==> src/rtl/hazard_ctrl_if.sv <==
// hazard_ctrl_if -- signal bundle between the pipeline and the hazard unit.
//
// master : the pipeline side; drives the ID/EX hazard inputs and consumes the
//          stall/flush controls, the mult/div status and the stall counter.
// slave  : the hazard unit side (hazard_ctrl).
//
// Signals:
//   ID_rs, ID_rt        source fields of the instruction in ID
//   EX_MemRead, EX_wreg load flag and destination of the instruction in EX
//   EX_branch_taken     branch/jump in EX resolved taken
//   ID_md_start/div     ID holds mult/multu/div/divu; div selects divide
//   ID_md_read          ID holds mfhi/mflo
//   PC_stall, IF_ID_stall, IF_ID_flush, ID_EX_flush   pipeline controls
//   md_busy, md_done    mult/div unit occupancy and last-busy-cycle pulse
//   md_state            current FSM state (0 = IDLE, 1 = BUSY), for debug
//   stall_cnt           saturating count of stall cycles
interface hazard_ctrl_if;
    logic [4:0]  ID_rs;
    logic [4:0]  ID_rt;
    logic        EX_MemRead;
    logic [4:0]  EX_wreg;
    logic        EX_branch_taken;
    logic        ID_md_start;
    logic        ID_md_div;
    logic        ID_md_read;
    logic        PC_stall;
    logic        IF_ID_stall;
    logic        IF_ID_flush;
    logic        ID_EX_flush;
    logic        md_busy;
    logic        md_done;
    logic        md_state;
    logic [15:0] stall_cnt;

    modport master (
        output ID_rs, ID_rt, EX_MemRead, EX_wreg, EX_branch_taken,
               ID_md_start, ID_md_div, ID_md_read,
        input  PC_stall, IF_ID_stall, IF_ID_flush, ID_EX_flush,
               md_busy, md_done, md_state, stall_cnt
    );

    modport slave (
        input  ID_rs, ID_rt, EX_MemRead, EX_wreg, EX_branch_taken,
               ID_md_start, ID_md_div, ID_md_read,
        output PC_stall, IF_ID_stall, IF_ID_flush, ID_EX_flush,
               md_busy, md_done, md_state, stall_cnt
    );
endinterface

==> src/rtl/hazard_ctrl.sv <==
// hazard_ctrl -- pipeline hazard unit with a multi-cycle mult/div tracker.
//
// Ports:
//   clk  rising-edge clock
//   rst  synchronous, active-high reset
//   bus  hazard_ctrl_if.slave (see the interface file for the signal list)
//
// Parameters:
//   MULT_LAT  busy cycles for a multiply (2..64)
//   DIV_LAT   busy cycles for a divide   (2..64)
//
// Control semantics: a stall holds PC and IF/ID and injects a bubble into
// ID/EX; a taken branch in EX flushes IF/ID and ID/EX and always wins over a
// stall, so PC/IF_ID are never held in the same cycle as a branch flush.
// Stall and flush outputs are purely combinational from the current inputs
// and the registered FSM state, including while rst is asserted.
module hazard_ctrl #(
    parameter int MULT_LAT = 4,
    parameter int DIV_LAT  = 32
) (
    input  logic          clk,
    input  logic          rst,
    hazard_ctrl_if.slave  bus
);
    typedef enum logic {
        IDLE = 1'b0,
        BUSY = 1'b1
    } state_t;

    state_t     state;
    logic [5:0] count;
    logic       load_use;
    logic       md_hazard;
    logic       stall;
    logic       busy;
    logic       done;

    always_comb begin
        load_use  = bus.EX_MemRead && (bus.EX_wreg != 5'd0) &&
                    ((bus.EX_wreg == bus.ID_rs) || (bus.EX_wreg == bus.ID_rt));
        busy      = (state == BUSY);
        // A new mult/div or an HI/LO read must wait while the unit is
        // occupied, including its final (md_done) cycle.
        md_hazard = busy && (bus.ID_md_read || bus.ID_md_start);
        stall     = (load_use || md_hazard) && !bus.EX_branch_taken;
        done      = busy && (count == 6'd0);
    end

    assign bus.PC_stall    = stall;
    assign bus.IF_ID_stall = stall;
    assign bus.IF_ID_flush = bus.EX_branch_taken;
    assign bus.ID_EX_flush = stall || bus.EX_branch_taken;
    assign bus.md_busy     = busy;
    assign bus.md_done     = done;
    assign bus.md_state    = state;

    always_ff @(posedge clk) begin
        if (rst) begin
            state         <= IDLE;
            count         <= 6'd0;
            bus.stall_cnt <= 16'd0;
        end else begin
            if (stall && (bus.stall_cnt != 16'hFFFF)) begin
                bus.stall_cnt <= bus.stall_cnt + 16'd1;
            end
            case (state)
                IDLE: begin
                    // A start squashed by a taken branch or held by a stall
                    // never reaches the unit.
                    if (bus.ID_md_start && !stall && !bus.EX_branch_taken) begin
                        state <= BUSY;
                        count <= bus.ID_md_div ? 6'(DIV_LAT - 1) : 6'(MULT_LAT - 1);
                    end
                end
                BUSY: begin
                    if (count == 6'd0) begin
                        state <= IDLE;
                    end else begin
                        count <= count - 6'd1;
                    end
                end
                default: begin
                    state <= IDLE;
                    count <= 6'd0;
                end
            endcase
        end
    end
endmodule

==> src/flat_wrapper.sv <==
// flat-port wrapper written by rule: the top's interface ports become plain ports
module hazard_ctrl_flat 
#(
    parameter int MULT_LAT = 4,
    parameter int DIV_LAT  = 32
)
  (clk, rst, bus_ID_rs, bus_ID_rt, bus_EX_MemRead, bus_EX_wreg, bus_EX_branch_taken, bus_ID_md_start, bus_ID_md_div, bus_ID_md_read, bus_PC_stall, bus_IF_ID_stall, bus_IF_ID_flush, bus_ID_EX_flush, bus_md_busy, bus_md_done, bus_md_state, bus_stall_cnt);
  hazard_ctrl_if bus_i ();
  input  logic clk;
  input  logic rst;
  input wire logic [$bits(bus_i.ID_rs)-1:0] bus_ID_rs;
  input wire logic [$bits(bus_i.ID_rt)-1:0] bus_ID_rt;
  input wire logic [$bits(bus_i.EX_MemRead)-1:0] bus_EX_MemRead;
  input wire logic [$bits(bus_i.EX_wreg)-1:0] bus_EX_wreg;
  input wire logic [$bits(bus_i.EX_branch_taken)-1:0] bus_EX_branch_taken;
  input wire logic [$bits(bus_i.ID_md_start)-1:0] bus_ID_md_start;
  input wire logic [$bits(bus_i.ID_md_div)-1:0] bus_ID_md_div;
  input wire logic [$bits(bus_i.ID_md_read)-1:0] bus_ID_md_read;
  output wire logic [$bits(bus_i.PC_stall)-1:0] bus_PC_stall;
  output wire logic [$bits(bus_i.IF_ID_stall)-1:0] bus_IF_ID_stall;
  output wire logic [$bits(bus_i.IF_ID_flush)-1:0] bus_IF_ID_flush;
  output wire logic [$bits(bus_i.ID_EX_flush)-1:0] bus_ID_EX_flush;
  output wire logic [$bits(bus_i.md_busy)-1:0] bus_md_busy;
  output wire logic [$bits(bus_i.md_done)-1:0] bus_md_done;
  output wire logic [$bits(bus_i.md_state)-1:0] bus_md_state;
  output wire logic [$bits(bus_i.stall_cnt)-1:0] bus_stall_cnt;
  assign bus_i.ID_rs = bus_ID_rs;
  assign bus_i.ID_rt = bus_ID_rt;
  assign bus_i.EX_MemRead = bus_EX_MemRead;
  assign bus_i.EX_wreg = bus_EX_wreg;
  assign bus_i.EX_branch_taken = bus_EX_branch_taken;
  assign bus_i.ID_md_start = bus_ID_md_start;
  assign bus_i.ID_md_div = bus_ID_md_div;
  assign bus_i.ID_md_read = bus_ID_md_read;
  assign bus_PC_stall = bus_i.PC_stall;
  assign bus_IF_ID_stall = bus_i.IF_ID_stall;
  assign bus_IF_ID_flush = bus_i.IF_ID_flush;
  assign bus_ID_EX_flush = bus_i.ID_EX_flush;
  assign bus_md_busy = bus_i.md_busy;
  assign bus_md_done = bus_i.md_done;
  assign bus_md_state = bus_i.md_state;
  assign bus_stall_cnt = bus_i.stall_cnt;
  hazard_ctrl #(.MULT_LAT(MULT_LAT), .DIV_LAT(DIV_LAT)) u_core (.clk(clk), .rst(rst), .bus(bus_i));
endmodule
==> config.mk <==
export PLATFORM = sky130hd
export DESIGN_NAME = hazard_ctrl_flat
export DESIGN_NICKNAME = d
export VERILOG_FILES = /design/src/rtl/hazard_ctrl_if.sv /design/src/rtl/hazard_ctrl.sv /design/src/flat_wrapper.sv
export SDC_FILE = /design/constraint.sdc
export NUM_CORES = 1
export LEC_CHECK = 0
export BUFFER_PORTS_ARGS = -buffer_cell sky130_fd_sc_hd__buf_2
export CORE_MARGIN = 2
export CORE_UTILIZATION = 51
export DETAILED_ROUTE_END_ITERATION = 7
export PLACE_DENSITY_LB_ADDON = 0.25
export SYNTH_ARGS = -nofsm -noshare
export SYNTH_HDL_FRONTEND = slang
export SYNTH_SLANG_ARGS = --single-unit
==> constraint.sdc <==
create_clock -name clk -period 2.57 [get_ports clk]
set_input_delay 0.1285 -clock clk [delete_from_list [all_inputs] [get_ports clk]]
set_output_delay 0.1285 -clock clk [all_outputs]
set_load 0.005 [all_outputs]
==> key figures, run 1 <==
Yosys
  – Post-synthesis mux area share: 5.70%
  – Seq cells post-synth: 23
  – Top_reg_cell synth: dfxtp_1
  – XOR/XNOR Fraction of Synth Area: under 10%
  – Post-synthesis adder-cell area fraction: 1.61%
  – Yosys top cell area share: 29.5%
  – Synthesis Warnings: 0
  – Ys async rst share: 0%
  – Synth cell types: 40
  – EDFF count, synth: 0
  – Synth top area cells: dfxtp_1 (30%), xor2_1 (5.6%), nor2_1 (5.3%)
  – Register area share after synthesis: roughly 30%
  – Post-synthesis compound-gate area fraction: 22.6%
  – Mean Syn Cell Area: 8.21 um^2
  – Largest family of logic cells by synthesized area: simple AND/OR/NAND/NOR gates
  – Mapped cell area: 1560 um^2
  – Synth Instances: 190
  – Simple-Gate Fraction of Synth Area: 29.2%
  – Biggest area consumer among synthesized cells: dfxtp_1
  – Syn_nets: 214

Critical path
  – Worst-path fanout max: 23
  – Flop-to-flop setup slack: roughly 0.53 ns
  – RR Startpoint: u_core.bus.stall_cnt[0]$_SDFFE_PP0P_
  – Worst setup EP type: flop
  – Reg2reg path depth: 6
  – Startpoint Class: flop
  – Worst path required time: about 2.8 ns
  – Crit path kind: flop to flop
  – CP arrival: 2.26 ns
  – RR Endpoint: u_core.bus.stall_cnt[11]$_SDFFE_PP0P_

GRT
  – Largest net degree at the start of global routing: 36
  – Global-route wire length before repair: 5620 um
  – Tot GR Track Use: 20.3%
  – Initial antenna violation count: 0
  – GRT overflow: 0
  – Vias in the first global route: 1232

Worst hold path
  – Worst Hold Class: input pin to flop
  – Min-Delay Startpoint: bus_EX_branch_taken
  – Worst Hold Path EP: u_core.bus.stall_cnt[12]$_SDFFE_PP0P_
  – Hold path depth: 2

CTS
  – H-tree Lvls: 1
  – Max Root-Sink Buffers: 2
  – Post-cts sizing count: 0
  – Post-CTS setup buffer count: 0
  – CTS tree: built
  – Clk sink count: 23
  – Clk pin slew, worst setup/hold paths: 0.14 ns
  – CTS hold repair buffers: 0
  – Clk_lat worst skew: 0.31 ns
  – CTS buffer count: 3
  – Clk root buf: clkbuf_4

Die
  – I/O pin cnt: 45
  – Chip Width: 59.3 um
  – Die H: a little under 60 um
  – Row cnt: 20
  – Starting Density: 52.4%
  – Total core area: 2980 um^2
  – Die area: roughly 3500 um^2

Routing
  – DRT Pass-1 Iters: 4
  – Routed Antenna Nets: 0
  – DR WL/cell: 13.0 um
  – Final wirelength: 3410 um
  – Vias: 1541
  – Post-route DRC: 0
  – Via density: 5.88
  – Initial DRC count: 70

Status
  – Status: finished, final reports clean

Placement
  – HPWL Detailed: 2540 um
  – Buffers on Ports: 44
  – RD Place Congestion: 0.824

STA
  – Fin crit period: 2.04 ns
  – Worst Clk Skew: 0.00338 ns
  – RSZ-0062 raised after global routing: no
  – Max Fclk: 0.490 GHz
  – Part of the cycle the worst path needs: between 70% and 80%
  – Slew Viols, Final: 0
  – Max-slew headroom: about three fifths
  – Worst-margin pin slew: 0.593 ns
  – TNS Setup: 0 ns
  – Number of hold violations in the final report: 0
  – Setup-failing EPs final: 0

Power
  – LEAKAGE: 0.724 nW
  – Worst ir drop on vdd: roughly 0.22 mV
  – Power density cells: approximately 430 nW/um^2

Finish
  – Layout cells sized above 1: a little over a quarter
  – NumNets Final: 254
  – N_diodes: 0
  – Filler cell count: 307
  – Syn-to-layout area delta: 16.0%
  – Core Util, Final: about three fifths

Job
  – Maxcap violations: 0
## power by group
group | total [mW] | internal [mW] | switching [mW]
Sequential | 0.387 | 0.371 | 0.0157
Combinational | 0.208 | 0.0838 | 0.124
Clock | 0.175 | 0.0582 | 0.117
## cell families after synthesis
group	after synthesis
xor+xnor	11
simple gates	85
flops	23
mux	8
compound gates	45
fa+ha+maj	2
buf+inv	16
## through the flow
stage,worst slack [ns],power [mW],instances,cell area [um^2],hold slack [ns]
after floorplan,0.764,0.542,190,1560,0.229
after global placement,0.560,0.599,258,1780,0.396
after detailed placement,0.542,0.601,258,1780,0.400
after CTS,0.516,0.773,262,1810,0.0555
after global routing,0.376,0.818,262,1810,0.0403
final,0.530,0.770,262,1810,0.0597
## worst max-delay path, cell delays in order (launching register included)
cell      delay, ns
dfxtp_1        0.41
ha_1           0.26
nand4_1        0.14
o41ai_1        0.33
o21bai_4       0.32
nor3_1         0.14
mux2_1         0.33
## worst max-delay path by stage
| stage | startpoint | end | slack [ns] | cells past startpoint |
|---|---|---|---|---|
| 2_1_floorplan | u_core.bus.stall_cnt[0]$_SDFFE_PP0P_ | u_core.bus.stall_cnt[9]$_SDFFE_PP0P_ | 0.76 | 7 |
| 3_3_place_gp | bus_EX_wreg[0] | u_core.bus.stall_cnt[9]$_SDFFE_PP0P_ | 0.56 | 6 |
| 3_5_place_dp | u_core.bus.stall_cnt[0]$_SDFFE_PP0P_ | u_core.bus.stall_cnt[11]$_SDFFE_PP0P_ | 0.54 | 6 |
| 4_1_cts | u_core.bus.stall_cnt[0]$_SDFFE_PP0P_ | u_core.bus.stall_cnt[11]$_SDFFE_PP0P_ | 0.52 | 6 |
| 5_1_grt | u_core.bus.stall_cnt[0]$_SDFFE_PP0P_ | u_core.bus.stall_cnt[11]$_SDFFE_PP0P_ | 0.38 | 6 |
| 6_report | u_core.bus.stall_cnt[0]$_SDFFE_PP0P_ | u_core.bus.stall_cnt[11]$_SDFFE_PP0P_ | 0.53 | 6 |
## Yosys cell counts, types with 4 or more instances
library cell,number
a211oi_1,4
a21oi_1,13
buf_2,4
buf_4,4
dfxtp_1,23
inv_1,5
mux2_1,7
nand2_1,11
nand3_1,8
nand4_1,5
nor2_1,22
nor2b_1,11
nor3_1,7
nor4_1,5
o31ai_1,9
or4_1,7
xor2_1,10
## cell usage in the layout, fill, tap and decap left out, types with 3 or more instances in the layout
master / n
nand3_1: 8
dfxtp_1: 23
a21oi_1: 13
buf_2: 44
nor2b_1: 11
mux2_1: 7
clkbuf_4: 3
nand2_1: 11
inv_1: 5
nor3_1: 7
nor3_2: 3
o41ai_1: 3
xor2_1: 10
nor4_1: 5
a211oi_1: 4
or4_1: 7
nand4_1: 5
o31ai_1: 9
nor2_1: 22
## layout make-up
class                           instances  area (um^2)  share of cell area, %
Timing Repair Buffer                   46          235                   13.0
Clock buffer                            3         22.5                   1.25
Inverter                                5         18.8                   1.04
Tap cell                               33         41.3                   2.28
Clock inverter                          1         5.00                  0.277
Sequential cell                        23          460                   25.5
Multi-Input combinational cell        151         1020                   56.7
## flip-flops by register name (all words and copies together), names as in the netlist
| name | cells |
|---|---|
| u_core.bus.md_busy | 1 |
| u_core.bus.stall_cnt | 16 |
| u_core.count | 6 |
## metal layers
metal / up-vias / routed length, um / track usage, %
met5: - / 0 / 0
met4: 0 / 18 / 4.87
met3: 2 / 133 / 3.28
met2: 35 / 1520 / 29.4
met1: 712 / 1740 / 31.1
li1: 792 / - / -
(Power assumes the default switching activity.)
==> run 2: changes to the inputs <==
clock period = 1.9 ns   (was 2.57 ns; I/O delays follow)
==> run 2 against run 1 <==
Compared with the run above:
- clock power rose by 37%
- flip-flop and latch count did not move
- sequential power rose by 33%
- critical path type unchanged
- first-iteration DRC count rose by 46%
- combinational power rose by 68%
- clock skew rose by 0.0045 ns
- non-clock buffer count rose by 21
- critical path depth rose by 1
- hold slack got worse by 0.036 ns
- critical endpoint is now u_core.bus.stall_cnt[14]$_SDFFE_PP0P_
- core utilization rose by 6.9 points
==> key figures, run 2 (synthesis results as in run 1) <==
Routing
  – Post-route DRC: 0 (unchanged)
  – Routed Antenna Nets: 0 (unchanged)
  – DRT Pass-1 Iters: 4 (unchanged)
  – DR WL/cell: 13.8 um (+5.7%)
  – Initial DRC count: 102 (+46%)
  – Vias: 1683 (+9.2%)
  – Via density: 5.93 (+0.75%)
  – Final wirelength: 3910 um (+15%)

Worst hold path
  – Worst Hold Class: input pin to flop
  – Min-Delay Startpoint: bus_EX_branch_taken

CTS
  – Clk_lat worst skew: 0.32 ns (about the same)
  – CTS tree: built
  – H-tree Lvls: 1 (unchanged)
  – CTS buffer count: 3 (unchanged)
  – Clk root buf: clkbuf_4
  – Max Root-Sink Buffers: 2 (unchanged)
  – Clk pin slew, worst setup/hold paths: 0.14 ns (about the same)
  – Clk sink count: 23 (unchanged)

Critical path
  – Worst-path fanout max: 7 (-70%)
  – CP arrival: 2.08 ns (-0.18 ns)
  – Reg2reg path depth: 7 (+1)
  – Worst setup EP type: flop
  – Startpoint Class: flop
  – Crit path kind: flop to flop
  – RR Endpoint: u_core.bus.stall_cnt[14]$_SDFFE_PP0P_
  – RR Startpoint: u_core.bus.stall_cnt[0]$_SDFFE_PP0P_
  – Worst path required time: 2.16 ns (-0.63 ns)
  – CP startpoint: u_core.bus.stall_cnt[0]$_SDFFE_PP0P_
  – Flop-to-flop setup slack: 0.08 ns (-0.45 ns)
  – Critical Path Sink: u_core.bus.stall_cnt[14]$_SDFFE_PP0P_

GRT
  – Tot GR Track Use: 23.1% (+2.8 points)
  – GRT overflow: 0 (unchanged)
  – Largest net degree at the start of global routing: 36 (unchanged)
  – Initial antenna violation count: 0 (unchanged)
  – Global-route wire length before repair: 6380 um (+14%)
  – Vias in the first global route: 1437 (+17%)

Power
  – Power Internal: 738 uW (+44%)
  – Clock share of power: 21.7% (-1.1 points)
  – Switch share: 33.2% (-0.13 points)
  – Worst ir drop on vdd: 0.298 mV (+38%)
  – Combinational group share of total power: 31.6% (+4.6 points)
  – Power density cells: 549 nW/um^2 (+29%)
  – Sequential power share: 46.7% (-3.5 points)
  – Final Power: 1.11 mW (+44%)
  – Sw Pwr: 367 uW (+43%)
  – LEAKAGE: 0.847 nW (+17%)

STA
  – Max-slew headroom: 57.8% (-2.7 points)
  – Max Fclk: 0.550 GHz (+12%)
  – Setup-failing EPs final: 0 (unchanged)
  – Fin crit period: 1.82 ns (-0.222 ns)
  – Number of hold violations in the final report: 0 (unchanged)
  – Worst-margin pin slew: 0.633 ns (+0.0401 ns)
  – Part of the cycle the worst path needs: 95.7% (+16 points)
  – Slew Viols, Final: 0 (unchanged)
  – Worst Clk Skew: 0.00784 ns (+0.00446 ns)
  – TNS Setup: 0 ns (unchanged)
  – RSZ-0062 raised after global routing: no

Finish
  – Commonest non-fill, non-tap cell in the layout: buf_2
  – Max reg flops: 16 (unchanged)
  – Most frequent cells in the layout: buf_2 (45), nor2_1 (22), dfxtp_1 (22), buf_4 (20), a21oi_1 (12)
  – Finished layout cell area: 2010 um^2 (+11%)
  – Top reg by flops: u_core.bus.stall_cnt
  – Syn-to-layout area delta: 29.2%
  – N_diodes: 0 (unchanged)
  – NumNets Final: 276 (+8.7%)
  – Layout cells sized above 1: 34.7% (+8.5 points)

Die
  – I/O pin cnt: 45 (unchanged)
  – Starting Density: 52.4% (unchanged)
  – Row cnt: 20 (unchanged)
  – Die area: 3520 um^2 (unchanged)
  – Total core area: 2980 um^2 (unchanged)
  – Chip Width: 59.3 um (unchanged)
  – Die H: 59.3 um (unchanged)

Placement
  – Post-DP Area: 1940 um^2 (+9.1%)
  – HPWL Detailed: 2780 um (+9.4%)
  – Buffers on Ports: 44 (unchanged)
  – RD Place Congestion: 0.850 (+3.1%)

Job
  – Maxcap violations: 0 (unchanged)

Status
  – Status: finished, final reports clean
## run 2: through the flow
| step | worst slack [ns] | std cells | hold slack, ns | utilization (%) |
|---|---|---|---|---|
| final | 0.0824 | 284 | 0.0232 | 67.6 |
| after floorplan | 0.0942 | 190 | 0.196 | - |
| after global placement | 0.119 | 278 | 0.369 | 65.3 |
| after detailed placement | 0.0772 | 278 | 0.368 | 65.3 |
| after global routing | 0.00139 | 284 | 0.0179 | 67.6 |
| after CTS | 0.0414 | 282 | 0.0252 | 66.2 |
## run 2: final cells by class
class	count	area, um^2
Sequential cell	23	462
Clock inverter	1	5.00
Clock buffer	3	22.5
Inverter	5	18.8
Tap cell	33	41.3
Timing Repair Buffer	67	407
Multi-Input combinational cell	152	1060
Fill cell	264	963
## run 2: worst min path at each step
stage / cells after the start / to
after detailed placement: 2 / u_core.bus.stall_cnt[12]$_SDFFE_PP0P_
after global routing: 2 / u_core.bus.stall_cnt[12]$_SDFFE_PP0P_
final: 2 / u_core.bus.stall_cnt[12]$_SDFFE_PP0P_
after global placement: 2 / u_core.bus.stall_cnt[12]$_SDFFE_PP0P_
after floorplan: 1 / u_core.bus.stall_cnt[12]$_SDFFE_PP0P_
after CTS: 2 / u_core.bus.stall_cnt[12]$_SDFFE_PP0P_
## run 2: critical path, cell delays in order, from the launching register on
cell,delay (ns)
dfxtp_2,0.35
ha_1,0.20
nand4_1,0.10
o41ai_2,0.09
o21bai_4,0.22
buf_6,0.15
or4_1,0.52
a21oi_1,0.13
## run 2: routing by layer
layer	up-vias	share of wire [%]	global-route usage, %
met5	-	0	0
met1	775	47	33.4
met2	70	45	36.4
met4	0	1.2	4.87
met3	7	7.0	3.28
li1	831	-	-
## run 2: power groups by stage
| stage | clock [mW] | combinational (mW) | sequential [mW] |
|---|---|---|---|
| 2_1_floorplan | 0 | 0.203 | 0.530 |
| 4_1_cts | 0.243 | 0.335 | 0.515 |
| 3_5_place_dp | 0 | 0.335 | 0.526 |
| 5_1_grt | 0.266 | 0.389 | 0.520 |
| 3_3_place_gp | 0 | 0.330 | 0.526 |
| 6_report | 0.240 | 0.350 | 0.516 |
## run 2: what timing repair did
action,CTS,global route
endpoints found under the setup margin,0,5
hold buffers,0,0
resized for setup,0,7
setup buffers,0,0
